**src/rtl/wb_pack_store.sv**
```systemverilog
// wb_pack_store
//   Packs the serial 8-bit feature-map bytes coming out of write-back into
//   FM SRAM words. It also packs the 6-bit guard maps into guard SRAM words.
//   A full word leaves as a one-cycle write strobe on the cycle after the
//   input that filled it. Each write advances that path's address pointer.
//   A flush_i pulse from write-back writes out any partial words. The block
//   then pulses ctrl_finish and returns to idle.
//
// Optional feature macro: WB_PACK_STATS_EN
//   When defined, nz_count_o is a 16-bit saturating count of the FM bytes
//   stored since the last accepted start.
//   When undefined, nz_count_o is tied to 0 and no counter is built.
//
// Ports
//   clk, rst_n                  clock, async active-low reset
//   ctrl_valid / ctrl_ready     layer start handshake (ready = idle)
//   ctrl_finish                 one-cycle pulse, all words written
//   fm_base_i, guard_base_i     start addresses, latched on accept
//   data_i / data_i_valid       FM byte stream (no backpressure)
//   guard_i / guard_i_valid     guard map stream
//   flush_i                     end of layer from write-back
//   fm_wr_*                     FM SRAM write port (byte k at [8k+7:8k])
//   guard_wr_*                  guard SRAM write port (group g at [6g+5:6g])
//   err_o                       sticky: input activity outside RUN
//   nz_count_o                  FM bytes stored this layer (stats build only)
//
// state  | meaning
// IDLE   | waiting for ctrl_valid, ctrl_ready high
// RUN    | packing bytes and guards, full words written as they fill
// FLUSH  | partial words (if any) are on the write ports this cycle
// FINISH | ctrl_finish pulse, back to IDLE next cycle
module wb_pack_store #(
  parameter int FM_WORD_BYTES = 8,
  parameter int GUARD_GROUPS  = 4,
  parameter int FM_ADDR_W     = 12,
  parameter int GUARD_ADDR_W  = 10
) (
  input  logic                      clk,
  input  logic                      rst_n,
  input  logic                      ctrl_valid,
  output logic                      ctrl_ready,
  output logic                      ctrl_finish,
  input  logic [FM_ADDR_W-1:0]      fm_base_i,
  input  logic [GUARD_ADDR_W-1:0]   guard_base_i,
  input  logic [7:0]                data_i,
  input  logic                      data_i_valid,
  input  logic [5:0]                guard_i,
  input  logic                      guard_i_valid,
  input  logic                      flush_i,
  output logic                      fm_wr_en,
  output logic [FM_ADDR_W-1:0]      fm_wr_addr,
  output logic [8*FM_WORD_BYTES-1:0] fm_wr_data,
  output logic                      guard_wr_en,
  output logic [GUARD_ADDR_W-1:0]   guard_wr_addr,
  output logic [6*GUARD_GROUPS-1:0] guard_wr_data,
  output logic                      err_o,
  output logic [15:0]               nz_count_o
);

  localparam int FMW = 8 * FM_WORD_BYTES;
  localparam int GW  = 6 * GUARD_GROUPS;
  localparam int BCW = $clog2(FM_WORD_BYTES + 1);
  localparam int GCW = $clog2(GUARD_GROUPS + 1);

  typedef enum logic [1:0] {S_IDLE, S_RUN, S_FLUSH, S_FINISH} state_t;
  state_t state, state_nxt;

  logic [FM_ADDR_W-1:0]    fm_ptr;
  logic [GUARD_ADDR_W-1:0] guard_ptr;
  logic [BCW-1:0]          byte_cnt, byte_cnt_nxt;
  logic [GCW-1:0]          grp_cnt, grp_cnt_nxt;
  logic [FMW-1:0]          fm_pack, fm_pack_nxt;
  logic [GW-1:0]           guard_pack, guard_pack_nxt;
  logic                    fm_emit, guard_emit;
  logic                    start, run;

  always_ff @(posedge clk or negedge rst_n) begin
    if (!rst_n) state <= S_IDLE;
    else        state <= state_nxt;
  end

  always_comb begin
    state_nxt   = state;
    ctrl_ready  = 1'b0;
    ctrl_finish = 1'b0;
    case (state)
      S_IDLE: begin
        ctrl_ready = 1'b1;
        if (ctrl_valid) state_nxt = S_RUN;
      end
      S_RUN:    if (flush_i) state_nxt = S_FLUSH;
      S_FLUSH:  state_nxt = S_FINISH;
      S_FINISH: begin
        ctrl_finish = 1'b1;
        state_nxt   = S_IDLE;
      end
      default:  state_nxt = S_IDLE;
    endcase
  end

  assign start = (state == S_IDLE) && ctrl_valid;
  assign run   = (state == S_RUN);

  // The packed word, including the byte or guard arriving this cycle, is
  // written out on the next edge. This covers two cases: the new input
  // fills the word, or a flush arrives with the word non-empty. A word that
  // the flush-cycle input fills exactly is therefore written only once.
  always_comb begin
    fm_pack_nxt  = fm_pack;
    byte_cnt_nxt = byte_cnt;
    if (data_i_valid) begin
      for (int k = 0; k < FM_WORD_BYTES; k++)
        if (byte_cnt == BCW'(k)) fm_pack_nxt[8*k +: 8] = data_i;
      byte_cnt_nxt = byte_cnt + BCW'(1);
    end
    fm_emit = (byte_cnt_nxt == BCW'(FM_WORD_BYTES)) ||
              (flush_i && (byte_cnt_nxt != '0));
  end

  always_comb begin
    guard_pack_nxt = guard_pack;
    grp_cnt_nxt    = grp_cnt;
    if (guard_i_valid) begin
      for (int g = 0; g < GUARD_GROUPS; g++)
        if (grp_cnt == GCW'(g)) guard_pack_nxt[6*g +: 6] = guard_i;
      grp_cnt_nxt = grp_cnt + GCW'(1);
    end
    guard_emit = (grp_cnt_nxt == GCW'(GUARD_GROUPS)) ||
                 (flush_i && (grp_cnt_nxt != '0));
  end

  always_ff @(posedge clk or negedge rst_n) begin
    if (!rst_n) begin
      fm_ptr        <= '0;
      guard_ptr     <= '0;
      byte_cnt      <= '0;
      grp_cnt       <= '0;
      fm_pack       <= '0;
      guard_pack    <= '0;
      fm_wr_en      <= 1'b0;
      fm_wr_addr    <= '0;
      fm_wr_data    <= '0;
      guard_wr_en   <= 1'b0;
      guard_wr_addr <= '0;
      guard_wr_data <= '0;
      err_o         <= 1'b0;
    end else begin
      fm_wr_en    <= 1'b0;
      guard_wr_en <= 1'b0;
      if (start) begin
        fm_ptr     <= fm_base_i;
        guard_ptr  <= guard_base_i;
        byte_cnt   <= '0;
        grp_cnt    <= '0;
        fm_pack    <= '0;
        guard_pack <= '0;
        err_o      <= 1'b0;
      end else begin
        if (!run && (data_i_valid || guard_i_valid || flush_i)) err_o <= 1'b1;
        if (run) begin
          if (fm_emit) begin
            fm_wr_en   <= 1'b1;
            fm_wr_addr <= fm_ptr;
            fm_wr_data <= fm_pack_nxt;
            fm_ptr     <= fm_ptr + FM_ADDR_W'(1);
            fm_pack    <= '0;
            byte_cnt   <= '0;
          end else begin
            fm_pack  <= fm_pack_nxt;
            byte_cnt <= byte_cnt_nxt;
          end
          if (guard_emit) begin
            guard_wr_en   <= 1'b1;
            guard_wr_addr <= guard_ptr;
            guard_wr_data <= guard_pack_nxt;
            guard_ptr     <= guard_ptr + GUARD_ADDR_W'(1);
            guard_pack    <= '0;
            grp_cnt       <= '0;
          end else begin
            guard_pack <= guard_pack_nxt;
            grp_cnt    <= grp_cnt_nxt;
          end
        end
      end
    end
  end

`ifdef WB_PACK_STATS_EN
  logic [15:0] nz_cnt;

  always_ff @(posedge clk or negedge rst_n) begin
    if (!rst_n)                                       nz_cnt <= '0;
    else if (start)                                   nz_cnt <= '0;
    else if (run && data_i_valid && nz_cnt != 16'hFFFF) nz_cnt <= nz_cnt + 16'd1;
  end

  assign nz_count_o = nz_cnt;
`else
  assign nz_count_o = '0;
`endif

endmodule

```
**config.mk**
```make
export PLATFORM = sky130hd
export DESIGN_NAME = wb_pack_store
export DESIGN_NICKNAME = d
export VERILOG_FILES = /design/src/rtl/wb_pack_store.sv
export SDC_FILE = /design/constraint.sdc
export NUM_CORES = 1
export LEC_CHECK = 0
export ABC_AREA = 1
export CAP_MARGIN = 20
export CORE_MARGIN = 10
export CORE_UTILIZATION = 56
export CTS_BUF_LIST = sky130_fd_sc_hd__clkbuf_2 sky130_fd_sc_hd__clkbuf_4 sky130_fd_sc_hd__clkbuf_8
export DETAILED_ROUTE_END_ITERATION = 10
export PLACE_DENSITY_LB_ADDON = 0.3
export RECOVER_POWER = 50
export SYNTH_ARGS = -nofsm -noshare
export SYNTH_HDL_FRONTEND = slang
export SYNTH_SLANG_ARGS = --single-unit
```
**constraint.sdc**
```tcl
create_clock -name clk -period 2.15 [get_ports clk]
set_input_delay 0.43 -clock clk [delete_from_list [all_inputs] [get_ports clk]]
set_output_delay 0.43 -clock clk [all_outputs]
set_load 0.01 [all_outputs]
```
* Yosys cells after proc, flatten, opt, wreduce, memory -nomap -nowiden
Index checks and enable logic that the tools add are counted.
W data, S select, Z words.
** Storage, ports and cells
- Register bits :: 232
- Input bits :: 42
- Output and inout bits :: 131
- Logic and storage cells :: 106
** Operators by class
- $add $sub $neg :: 4
- Equal/unequal tests :: 17
- Mux-type cells :: 47
- Bitwise gates (word level) :: 1
- Reductions and logical operators :: 23
** Operators by type and width (count)
- $mux W64 :: 4
- $mux W24 :: 4
- $mux W8 :: 8
- $mux W12 :: 3
- $mux W10 :: 3
- $mux W6 :: 4
- $eq A4 B3 Y1 const B :: 4
- $mux W4 :: 4
- $add A12 B1 Y12 const B :: 1
- $mux W3 :: 4
- $add A10 B1 Y10 const B :: 1
- $mux W1 :: 10
- $eq A4 B2 Y1 const B :: 2
- $pmux W2 S4 :: 1
- $reduce_bool A2 Y1 :: 4
- $eq A3 B2 Y1 const B :: 2
- $reduce_and A2 Y1 :: 3
- $reduce_and A3 Y1 :: 2
- $add A4 B1 Y4 const B :: 1
- $eq A2 B2 Y1 const B :: 2
- $eq A4 B1 Y1 const B :: 1
- $eq A4 B4 Y1 const B :: 1
- $logic_and A1 B1 Y1 :: 4
- $logic_not A4 Y1 :: 1
- 13 further kinds :: 18

* Depth between registers and ports, before layout
Gate-level depths: netlist of run 1.
- Word-level depth :: 8
- Depth in mapped cells :: 14
- Gate-level depth less buffers :: 13

* Worst setup path before layout of run 1
OpenSTA, ideal clock, no wires.
- Kind :: register -> register
- From :: reg state[0]
- To :: reg fm_wr_addr[0]
- Data arrival time :: 1724 ps
- Required time :: 2027 ps
- Slack :: 303 ps
- Stages on the path, launching flop included :: 13
- Period minus slack after synthesis :: 1847 ps
- Path through :: dfrtp_1 -> inv_1 -> ha_1 -> nand2_1 -> inv_2 -> nor2_2 -> inv_1 -> clkbuf_1 -> nor2_4 -> buf_6 -> buf_6 -> nand2_1 -> nand2_1
** On the way
- Longest elaborated chain between the ends :: 4
- Elaborated cells on any way between the ends :: 5
** RTL lines
- start, declared :: line 66 : state_t state, state_nxt;
- start signal, assigned :: line 79 : else state <= state_nxt;
- $logic_not A2 Y1 :: line 101 : assign start = (state == S_IDLE) && ctrl_valid;
- $logic_and A1 B1 Y1 :: line 101
- $not A1 Y1 (no source line)
- $reduce_and A3 Y1 (no source line) *
- end signal, assigned :: line 163 : fm_wr_addr <= fm_ptr;
- end, declared :: line 51 : output logic [FM_ADDR_W-1:0] fm_wr_addr,
Mark *: on every way between the ends. The rest lies on a longest branch, timed or not.
A chain may end at the register's enable or synchronous reset.

* Final worst setup path of run 1
- From :: reg state[0]
- To :: out ctrl_finish
** On the way
- Longest elaborated chain between the ends :: 2
** RTL lines
- $eq A2 B2 Y1 :: line 86 : case (state)
- $mux W1 :: line 86
- end, declared :: line 42 : output logic ctrl_finish,
Every way passes these cells.

==> results of run 1 <==
## worst register-to-register path, stage by stage, from the launching register on
cell	delay (ns)
dfrtp_1	0.38
inv_1	0.14
ha_1	0.26
inv_1	0.08
nand2_1	0.07
nand2_1	0.09
nand2_1	0.06
nor2_1	0.08
nand2_1	0.09
nand2_4	0.12
nor2_4	0.05
buf_12	0.15
buf_12	0.15
nand2_1	0.07
nand2_1	0.08
## state kept, by name, summed over array words and instances, names as in the netlist, 10 cells and up
register,flops
fm_wr_data,64
guard_wr_data,24
guard_ptr,10
guard_pack,24
guard_wr_addr,10
fm_wr_addr,12
fm_pack,64
fm_ptr,12
## placed cells by master, fill, tap and decap left out, types with 2 or more instances in the layout
| cell type | instances |
|---|---|
| a21o_1 | 2 |
| a21oi_1 | 19 |
| a31oi_1 | 2 |
| buf_12 | 22 |
| buf_4 | 38 |
| buf_6 | 2 |
| clkbuf_2 | 2 |
| clkbuf_4 | 12 |
| clkbuf_8 | 49 |
| clkdlybuf4s50_1 | 109 |
| clkinv_2 | 3 |
| conb_1 | 16 |
| dfrtp_1 | 232 |
| dlygate4sd3_1 | 46 |
| ha_1 | 14 |
| inv_1 | 73 |
| inv_2 | 7 |
| mux2i_1 | 2 |
| nand2_1 | 520 |
| nand2_2 | 3 |
| nand2_4 | 4 |
| nand3_1 | 109 |
| nand4_1 | 6 |
| nor2_1 | 38 |
| nor2_2 | 2 |
| o21ai_0 | 204 |
| o21ai_1 | 36 |
| o21bai_1 | 2 |
| o22ai_1 | 29 |
| o22ai_2 | 3 |
| or2_2 | 2 |
| xor2_1 | 4 |
## path summary, 6_finish.rpt
check	startpoint	end	slack (ns)
worst max register to register	byte_cnt[0]	fm_wr_data[27]	0.16
max in group asynchronous	rst_n	guard_wr_data[3]	0.28
worst min-delay path	guard_wr_data[11]	guard_wr_data[11]	0.47
worst min register to register	guard_wr_data[11]	guard_wr_data[11]	0.47
min in group asynchronous	rst_n	fm_pack[8]	0.78
worst max-delay path	state[0]	ctrl_finish	0.09
## report_power, final
group	total, mW	internal (mW)	switching [mW]
logic	7.58	2.99	4.59
clock network	3.95	2.22	1.73
registers	6.21	5.47	0.736
## routing by layer
| layer | vias to the layer above | global-route usage | routed length [um] |
|---|---|---|---|
| met3 | 58 | 0.0508 | 2440 |
| met5 | - | 0 | 0 |
| li1 | 4954 | - | - |
| met1 | 4935 | 0.302 | 12900 |
| met4 | 0 | 0.0699 | 661 |
| met2 | 386 | 0.371 | 14800 |
## cell families after synthesis
group / share of synthesized area
AOI/OAI and AO/OA: 0.139
xor gates and xnor gates: 0.00388
adders and majority gates: 0.0166
buffers and inverters: 0.0779
DFF: 0.514
muxes: 0.00177
other: 0.000332
and+or+nand+nor: 0.246
## cell type report
| type | instances | area share |
|---|---|---|
| multi-input combinational | 1023 | 0.329 |
| inverter | 80 | 0.0211 |
| tap | 265 | 0.0233 |
| timing repair buffer | 222 | 0.164 |
| sequential | 232 | 0.408 |
| clock inverter | 4 | 0.00158 |
| clock buffer | 60 | 0.0532 |
## timing repair
item / in CTS / in global routing
gates resized for setup: 2 / 1
hold buffers: 1 / 0
endpoints found under the setup margin: 1 / 8
setup buffers: 0 / 1
endpoints found under the hold margin: 49 / 0
==> run metrics, run 1 <==
Least-Margin Pin Slew 1.41 ns; ANT nets after route 0; cells after synthesis 1426; cell area power density 1250 nW/um^2; setup violators final 0; CP Data Required Time 1.72 ns; worst min path class flip-flop to flip-flop; Post-Place Worst Slack -0.0870 ns; crit-path cells ha_1 > clkdlybuf4s50_1; Largest stage delay, worst path around 0.5 ns; ANT cells 0; hold slack 0.473 ns; grt ovf 0; Synth Flop Type dfrtp_1; Critical Path Fanout Max 3; routed wire length a little over 30000 um; Final Hold Vio Count 0; Die H approximately 160 um; Post-Syn Area per Cell 7.92 sq um; routed len/inst 16.3 um; clk_skew around 0.026 ns; largest net degree at the start of global routing 77; GRT Util Overall 0.229; Netlist cell types 33; EDFF count, synth 0; top-area cell type share of the netlist area 0.514; post-route insts no fill 1886; post-detail-place hpwl 20700 um; area grow syn2layout 26.0%; crit path max-delay cell type clkdlybuf4s50_1; clock buffer depth 3; CTS Buf Count 38; hold path depth 2; WP data arrival 1.63 ns; CTS tree built; Max VDD drop a little under 0.8 mV; # DRC 0; final worst path period need slightly above 2 ns; Iter 0 DRT Violations around 790; RePlAce Congestion 0.878; setup ws final 0.0949 ns; Slew Limit Fails 0; max-cap viol count 0; # rows 51; global-route wire length before repair 50500 um; Netlist Area Pre-Place 11300 sq um; initial core utilization 0.574; PortBufs 156; chip width roughly 160 um; placed cells 1820; Clock Latency Late Sink 0.54 ns; RSZ-0062 raised after global routing no; cell taking the most area after synthesis dfrtp_1; Tcrit/Tclk final 0.956; top cells by area, synth dfrtp_1 (51%), nand2_1 (17%), o21ai_0 (9.0%); via count around 10000; clock root buffer clkbuf_8; Synth async-reset ratio 1.00; initial antenna violation count 0; via-per-instance ratio about 5.5; proportion of layout cells with a drive suffix above 1 0.0950; run status finished, final reports clean; Die Area 26200 sq um; synth warn 0; H-Tree Depth 2; Seq/Total Area, Yosys 0.514; fillers 1587; Clock Pin Slew Worst Setup and Hold Paths approximately 0.060 ns; WP depth 2; Reg2Reg Depth 14; count leader, synth nand2_1; final core occ 0.724; Rel. slew slack 0.0591; DP Area 13500 sq um; CORE AREA 19700 sq um; Critical Path Start Type flip-flop; clk sinks 232; I/O Pins 173; CP delay by family, top buffers and inverters; total power 17.7 mW; crit path capture type output pin; kind of critical path flip-flop to output pin; number of global-route vias before repair 9987; Finished Cell Area 14200 sq um; drt first pass iters 5; maximum operating frequency 487 MHz; multi-input logic area 4680 sq um; Pleak roughly 7 nW; layout net count ~1700; #FFs+latches synth 232; Fin Setup TNS 0 ns; Reg area 5810 sq um; CP bufs+invs 1; ranking of synthesized cells by instance count nand2_1 (521), dfrtp_1 (232), o21ai_0 (204)
Power figures use the tool's default switching activity.
==> inputs of run 2 (changes only) <==
==> constraint.sdc (replaced) <==
create_clock -name clk -period 2.4 [get_ports clk]
set_input_delay 0.48 -clock clk [delete_from_list [all_inputs] [get_ports clk]]
set_output_delay 0.48 -clock clk [all_outputs]
set_load 0.01 [all_outputs]
==> run metrics, run 2 (synthesis results as in run 1) <==
run status finished, final reports clean; setup violators final 0 (unchanged); grt ovf 0 (unchanged); Post-CTS Setup Inserts 0 (unchanged); clk sinks 232 (unchanged); Least-Margin Pin Slew 1.42 ns (+0.0127 ns); CTS tree built; Rel. slew slack 0.0506 (-0.00849); worst min path class flip-flop to flip-flop; Final Hold Vio Count 0 (unchanged); DP Area 13200 sq um (-1.8%); maximum operating frequency 468 MHz; placed cells 1795 (-1.4%); post-detail-place hpwl 20300 um (-2.0%); GRT Util Overall 0.231 (+0.00111); Reg area 5810 sq um (unchanged); crit path capture type output pin; max-cap viol count 0 (unchanged); WP data arrival 1.66 ns (+0.03 ns); RePlAce Congestion 0.898 (+2.3%); CP Data Required Time 1.92 ns (+0.20 ns); cell-internal power 9.63 mW (-9.9%); routed wire length 30400 um (-1.2%); ANT cells 0 (unchanged); Max VDD drop 0.616 mV (-21%); Critical Path Start Type flip-flop; post-route insts no fill 1864 (-1.2%); Critical Path Fanout Max 3 (unchanged); switch share 0.394 (-0.00356); layout net count 1629 (-1.5%); final worst path period need 2.14 ns; via count 10100 (-2.1%); H-Tree Depth 2 (unchanged); Comb pwr share 0.414 (-0.013); Tcrit/Tclk final 0.891; Post-Place Worst Slack -0.0918 ns (-0.00476 ns); number of global-route vias before repair 10100 (+0.71%); global-route wire length before repair 50900 um (+0.70%); proportion of layout cells with a drive suffix above 1 0.0832 (-0.0118); Fin Setup TNS 0 ns (unchanged); fillers 1583 (-0.25%); biggest regs fm_pack: 64 flops, fm_wr_data: 64 flops; routed len/inst 16.3 um (about the same); PortBufs 156 (unchanged); Iter 0 DRT Violations 704 (-11%); setup ws final 0.262 ns (+0.167 ns); kind of critical path flip-flop to output pin; RSZ-0062 raised after global routing no; final core occ 0.716 (-0.00783); CTS Buf Count 39 (+2.6%); drt first pass iters 5 (unchanged); clock buffer depth 3 (unchanged); initial core utilization 0.574 (unchanged); CORE AREA 19700 sq um (unchanged); hold slack 0.476 ns (+0.00304 ns); most common cell after layout, fill and taps aside nand2_1; multi-input logic area 4670 sq um (about the same); sw power 6.27 mW (-11%); total power 15.9 mW (-10%); cell area power density 1130 nW/um^2 (-9.4%); # DRC 0 (unchanged); Die Area 26200 sq um (unchanged); area grow syn2layout 24.6%; largest net degree at the start of global routing 66 (-14%); Clock Power Share 0.238 (+0.015); clock root buffer clkbuf_8; via-per-instance ratio 5.43 (-0.96%); Finished Cell Area 14100 sq um (-1.1%); initial antenna violation count 0 (unchanged); # rows 51 (unchanged); Clock Latency Late Sink 0.54 ns (about the same); ANT nets after route 0 (unchanged); I/O Pins 173 (unchanged); clk_skew 0.0234 ns (-0.00293 ns); chip width 162 um (unchanged); share of power burned in registers 0.349 (about the same); Die H 162 um (unchanged); Pleak 6.94 nW (-1.7%); Slew Limit Fails 0 (unchanged); most frequent cells in the layout nand2_1 (518), dfrtp_1 (232), o21ai_0 (205), clkdlybuf4s50_1 (116), nand3_1 (109); Clock Pin Slew Worst Setup and Hold Paths 0.06 ns (about the same)
==> run 2: cell count changes in the layout (fill, tap and decap cells not counted), sizes merged <==
cell | previous run | this run
buf | 62 | 38
clkdlybuf4s50 | 109 | 116
dlygate4sd3 | 46 | 39
clkbuf | 64 | 66
bufinv | 0 | 1
clkinvlp | 1 | 0
==> run 2: worst max-delay path, cell delays in order, from the launching register on <==
cell	delay, ns
dfrtp_1	0.38
ha_1	0.20
clkdlybuf4s50_1	0.55
==> run 2: what timing repair did <==
item | in CTS | in global routing
endpoints found under the hold margin | 48 | 0
endpoints found under the setup margin | 1 | 1
hold buffers | 1 | 0
resized for setup | 1 | 1
==> run 2: final cells by class <==
| class | instances | area share |
|---|---|---|
| Sequential cell | 232 | 0.413 |
| Multi-Input combinational cell | 1023 | 0.332 |
| Tap cell | 265 | 0.0236 |
| Timing Repair Buffer | 196 | 0.150 |
| Clock buffer | 64 | 0.0573 |
| Inverter | 80 | 0.0213 |
| Clock inverter | 4 | 0.00347 |
==> run 2: power groups by stage <==
stage / clock network [mW] / logic (mW) / registers [mW]
floorplan: 0 / 3.76 / 5.72
global placement: 0 / 6.47 / 5.56
CTS: 3.83 / 6.66 / 5.55
detailed placement: 0 / 6.61 / 5.60
global route: 4.02 / 7.30 / 5.67
finish: 3.78 / 6.58 / 5.54
==> run 2: layer usage <==
metal	wire, um	track usage
met5	0	0
met1	12800	0.303
met4	575	0.0691
met3	2240	0.0538
met2	14800	0.372
==> run 2: path summary, 6_finish.rpt <==
check	to	from	cells after the start	slack [ns]
min in group asynchronous	guard_wr_addr[8]	rst_n	2	0.83
setup reg to reg	guard_ptr[0]	state[0]	8	0.33
hold / removal	guard_wr_data[21]	guard_wr_data[21]	2	0.48
max in group asynchronous	fm_ptr[4]	rst_n	3	0.35
hold reg to reg	guard_wr_data[21]	guard_wr_data[21]	2	0.48
setup / recovery	ctrl_finish	state[0]	2	0.26
==> inputs of run 3 (changes only) <==
--- a/config.mk
+++ b/config.mk
@@ -7,7 +7,7 @@
 export LEC_CHECK = 0
 export ABC_AREA = 1
 export CAP_MARGIN = 20
-export CORE_MARGIN = 10
+export CORE_MARGIN = 4
 export CORE_UTILIZATION = 56
 export CTS_BUF_LIST = sky130_fd_sc_hd__clkbuf_2 sky130_fd_sc_hd__clkbuf_4 sky130_fd_sc_hd__clkbuf_8
 export DETAILED_ROUTE_END_ITERATION = 10
==> run metrics, run 3 (synthesis results as in run 1) <==
run status finished, violations left; failing checks max-capacitance violations, max-slew violations; GR Util met1 0.380 (+0.0770); setup violators final 0 (unchanged); CP Data Required Time 2.85 ns (+0.93 ns); RePlAce Congestion 0.874 (-2.7%); ANT nets after route 0 (unchanged); Critical Path Start Type flip-flop; largest net degree at the start of global routing 66 (unchanged); biggest regs fm_pack: 64 flops, fm_wr_data: 64 flops; Critical R2R Launch byte_cnt[0]; H-Tree Depth 2 (unchanged); CORE AREA 19700 sq um (unchanged); I/O Pins 173 (unchanged); # DRC 0 (unchanged); Post-CTS Setup Inserts 0 (unchanged); area grow syn2layout 23.2%; via-per-instance ratio 5.45 (+0.36%); maximum operating frequency 466 MHz (-0.38%); initial core utilization 0.574 (unchanged); met3 Resource Use GR 0.0503 (-0.00357); post-detail-place hpwl 19000 um (-6.1%); worst min path class flip-flop to flip-flop; DP Area 13200 sq um (-0.61%); Die H 150 um (-7.4%); CP dominant cell by count nand2_1; routed wire length 29200 um (-3.9%); proportion of layout cells with a drive suffix above 1 0.0778 (-0.00534); Pleak 6.83 nW (-1.6%); clock buffer depth 3 (unchanged); cell area power density 1120 nW/um^2 (-0.78%); Least-Margin Pin Slew 1.59 ns (+0.162 ns); GR Util met2 0.417 (+0.0450); CTS tree built; layout net count 1630 (+0.061%); hold slack 0.470 ns (-0.00595 ns); chip width 150 um (-7.4%); WP data arrival 2.60 ns (+0.94 ns); crit path capture type flip-flop; Clock Latency Late Sink 0.52 ns (-0.02 ns); initial antenna violation count 0 (unchanged); most frequent cells in the layout nand2_1 (521), dfrtp_1 (232), o21ai_0 (205), clkdlybuf4s50_1 (131), nand3_1 (109); Fin Setup TNS 0 ns (unchanged); CP startpoint byte_cnt[0]; Largest stage delay, worst path 0.42 ns (-0.13 ns); Worst Hold Launch fm_wr_data[61]; Finished Cell Area 13900 sq um (-1.2%); number of global-route vias before repair 9666 (-3.9%); Iter 0 DRT Violations 826 (+17%); Top Usage Layer GRT met2; clock root buffer clkbuf_8; clk_skew 0.0128 ns (-0.0106 ns); global-route wire length before repair 49000 um (-3.6%); GRT Util Overall 0.266 (+0.0353); routed len/inst 15.7 um (-3.6%); most common cell after layout, fill and taps aside nand2_1; grt ovf 0 (unchanged); max-cap viol count 1 (+1); Die Area 22500 sq um (-14%); crit-path cells inv_1 > ha_1 > inv_1 > nand2_1 > nand2_1 > nand2_1 > nor2_1 > nand2_1 > nand2_4 > nand2_4 > nand2_1 > nand2_1 > nand2_1; ANT cells 0 (unchanged); Rel. slew slack -0.0577 (-0.108); Slew Limit Fails 58 (+58); total power 15.6 mW (-1.9%); Tcrit/Tclk final 0.894 (+0.00342); final worst path period need 2.15 ns (+0.00820 ns); Max VDD drop 0.680 mV (+10%); drt first pass iters 5 (unchanged); Final Hold Vio Count 0 (unchanged); crit path max-delay cell type dfrtp_1; PortBufs 156 (unchanged); kind of critical path flip-flop to flip-flop; placed cells 1796 (+0.056%); via count 10100 (+0.040%); CTS Buf Count 39 (unchanged); Clock Pin Slew Worst Setup and Hold Paths 0.06 ns (about the same); # rows 51 (unchanged); RSZ-0062 raised after global routing no; Critical Path Fanout Max 12 (+9); clk sinks 232 (unchanged); post-route insts no fill 1858 (-0.32%)
## run 3: power breakdown
| group | total, mW | switching (mW) | internal [mW] |
|---|---|---|---|
| Sequential | 5.59 | 0.682 | 4.90 |
| Clock | 3.57 | 1.51 | 2.05 |
| Combinational | 6.44 | 3.98 | 2.45 |
## run 3: cell type report
class	instances	area [sq um]
inverter	80	300
multi-input combinational	1023	4670
tap	265	332
timing repair buffer	197	2020
clock inverter	2	35.0
sequential	232	5810
fill	1633	5750
clock buffer	59	743
## run 3: metal layers
metal,vias to the layer above,wire (um)
met5,-,0
met1,4769,12700
met3,49,2170
met4,0,623
li1,4907,-
met2,393,13700
## run 3: final timing paths
kind	depth (start not counted)	slack (ns)	to
setup reg to reg	13	0.25	fm_ptr[8]
setup / recovery	13	0.25	fm_ptr[8]
hold / removal	2	0.47	fm_wr_data[61]
min in group asynchronous	2	0.91	guard_pack[4]
hold reg to reg	2	0.47	fm_wr_data[61]
max in group asynchronous	3	0.34	fm_wr_addr[7]
## run 3: what timing repair did
| action | in CTS | in global routing |
|---|---|---|
| setup endpoints to repair | 1 | 2 |
| endpoints found under the hold margin | 52 | 0 |
| hold buffers | 1 | 0 |
| resized for setup | 1 | 2 |
## run 3: critical path, delay by kind of cell, from the launching register on
| kind | cells | cell delay, ns |
|---|---|---|
| and+or+nand+nor | 10 | 1.12 |
| adders and majority gates | 1 | 0.32 |
| buffers and inverters | 2 | 0.19 |
| DFF | 1 | 0.42 |
## run 3: metrics by stage
| step | worst slack, ns | utilization |
|---|---|---|
| final | 0.254 | 0.708 |
| after global routing | 0.0429 | 0.708 |
| after CTS | 0.0268 | 0.710 |
| after detailed placement | -0.0552 | 0.669 |
| after global placement | -0.000536 | 0.669 |
| after floorplan | 0.553 | - |
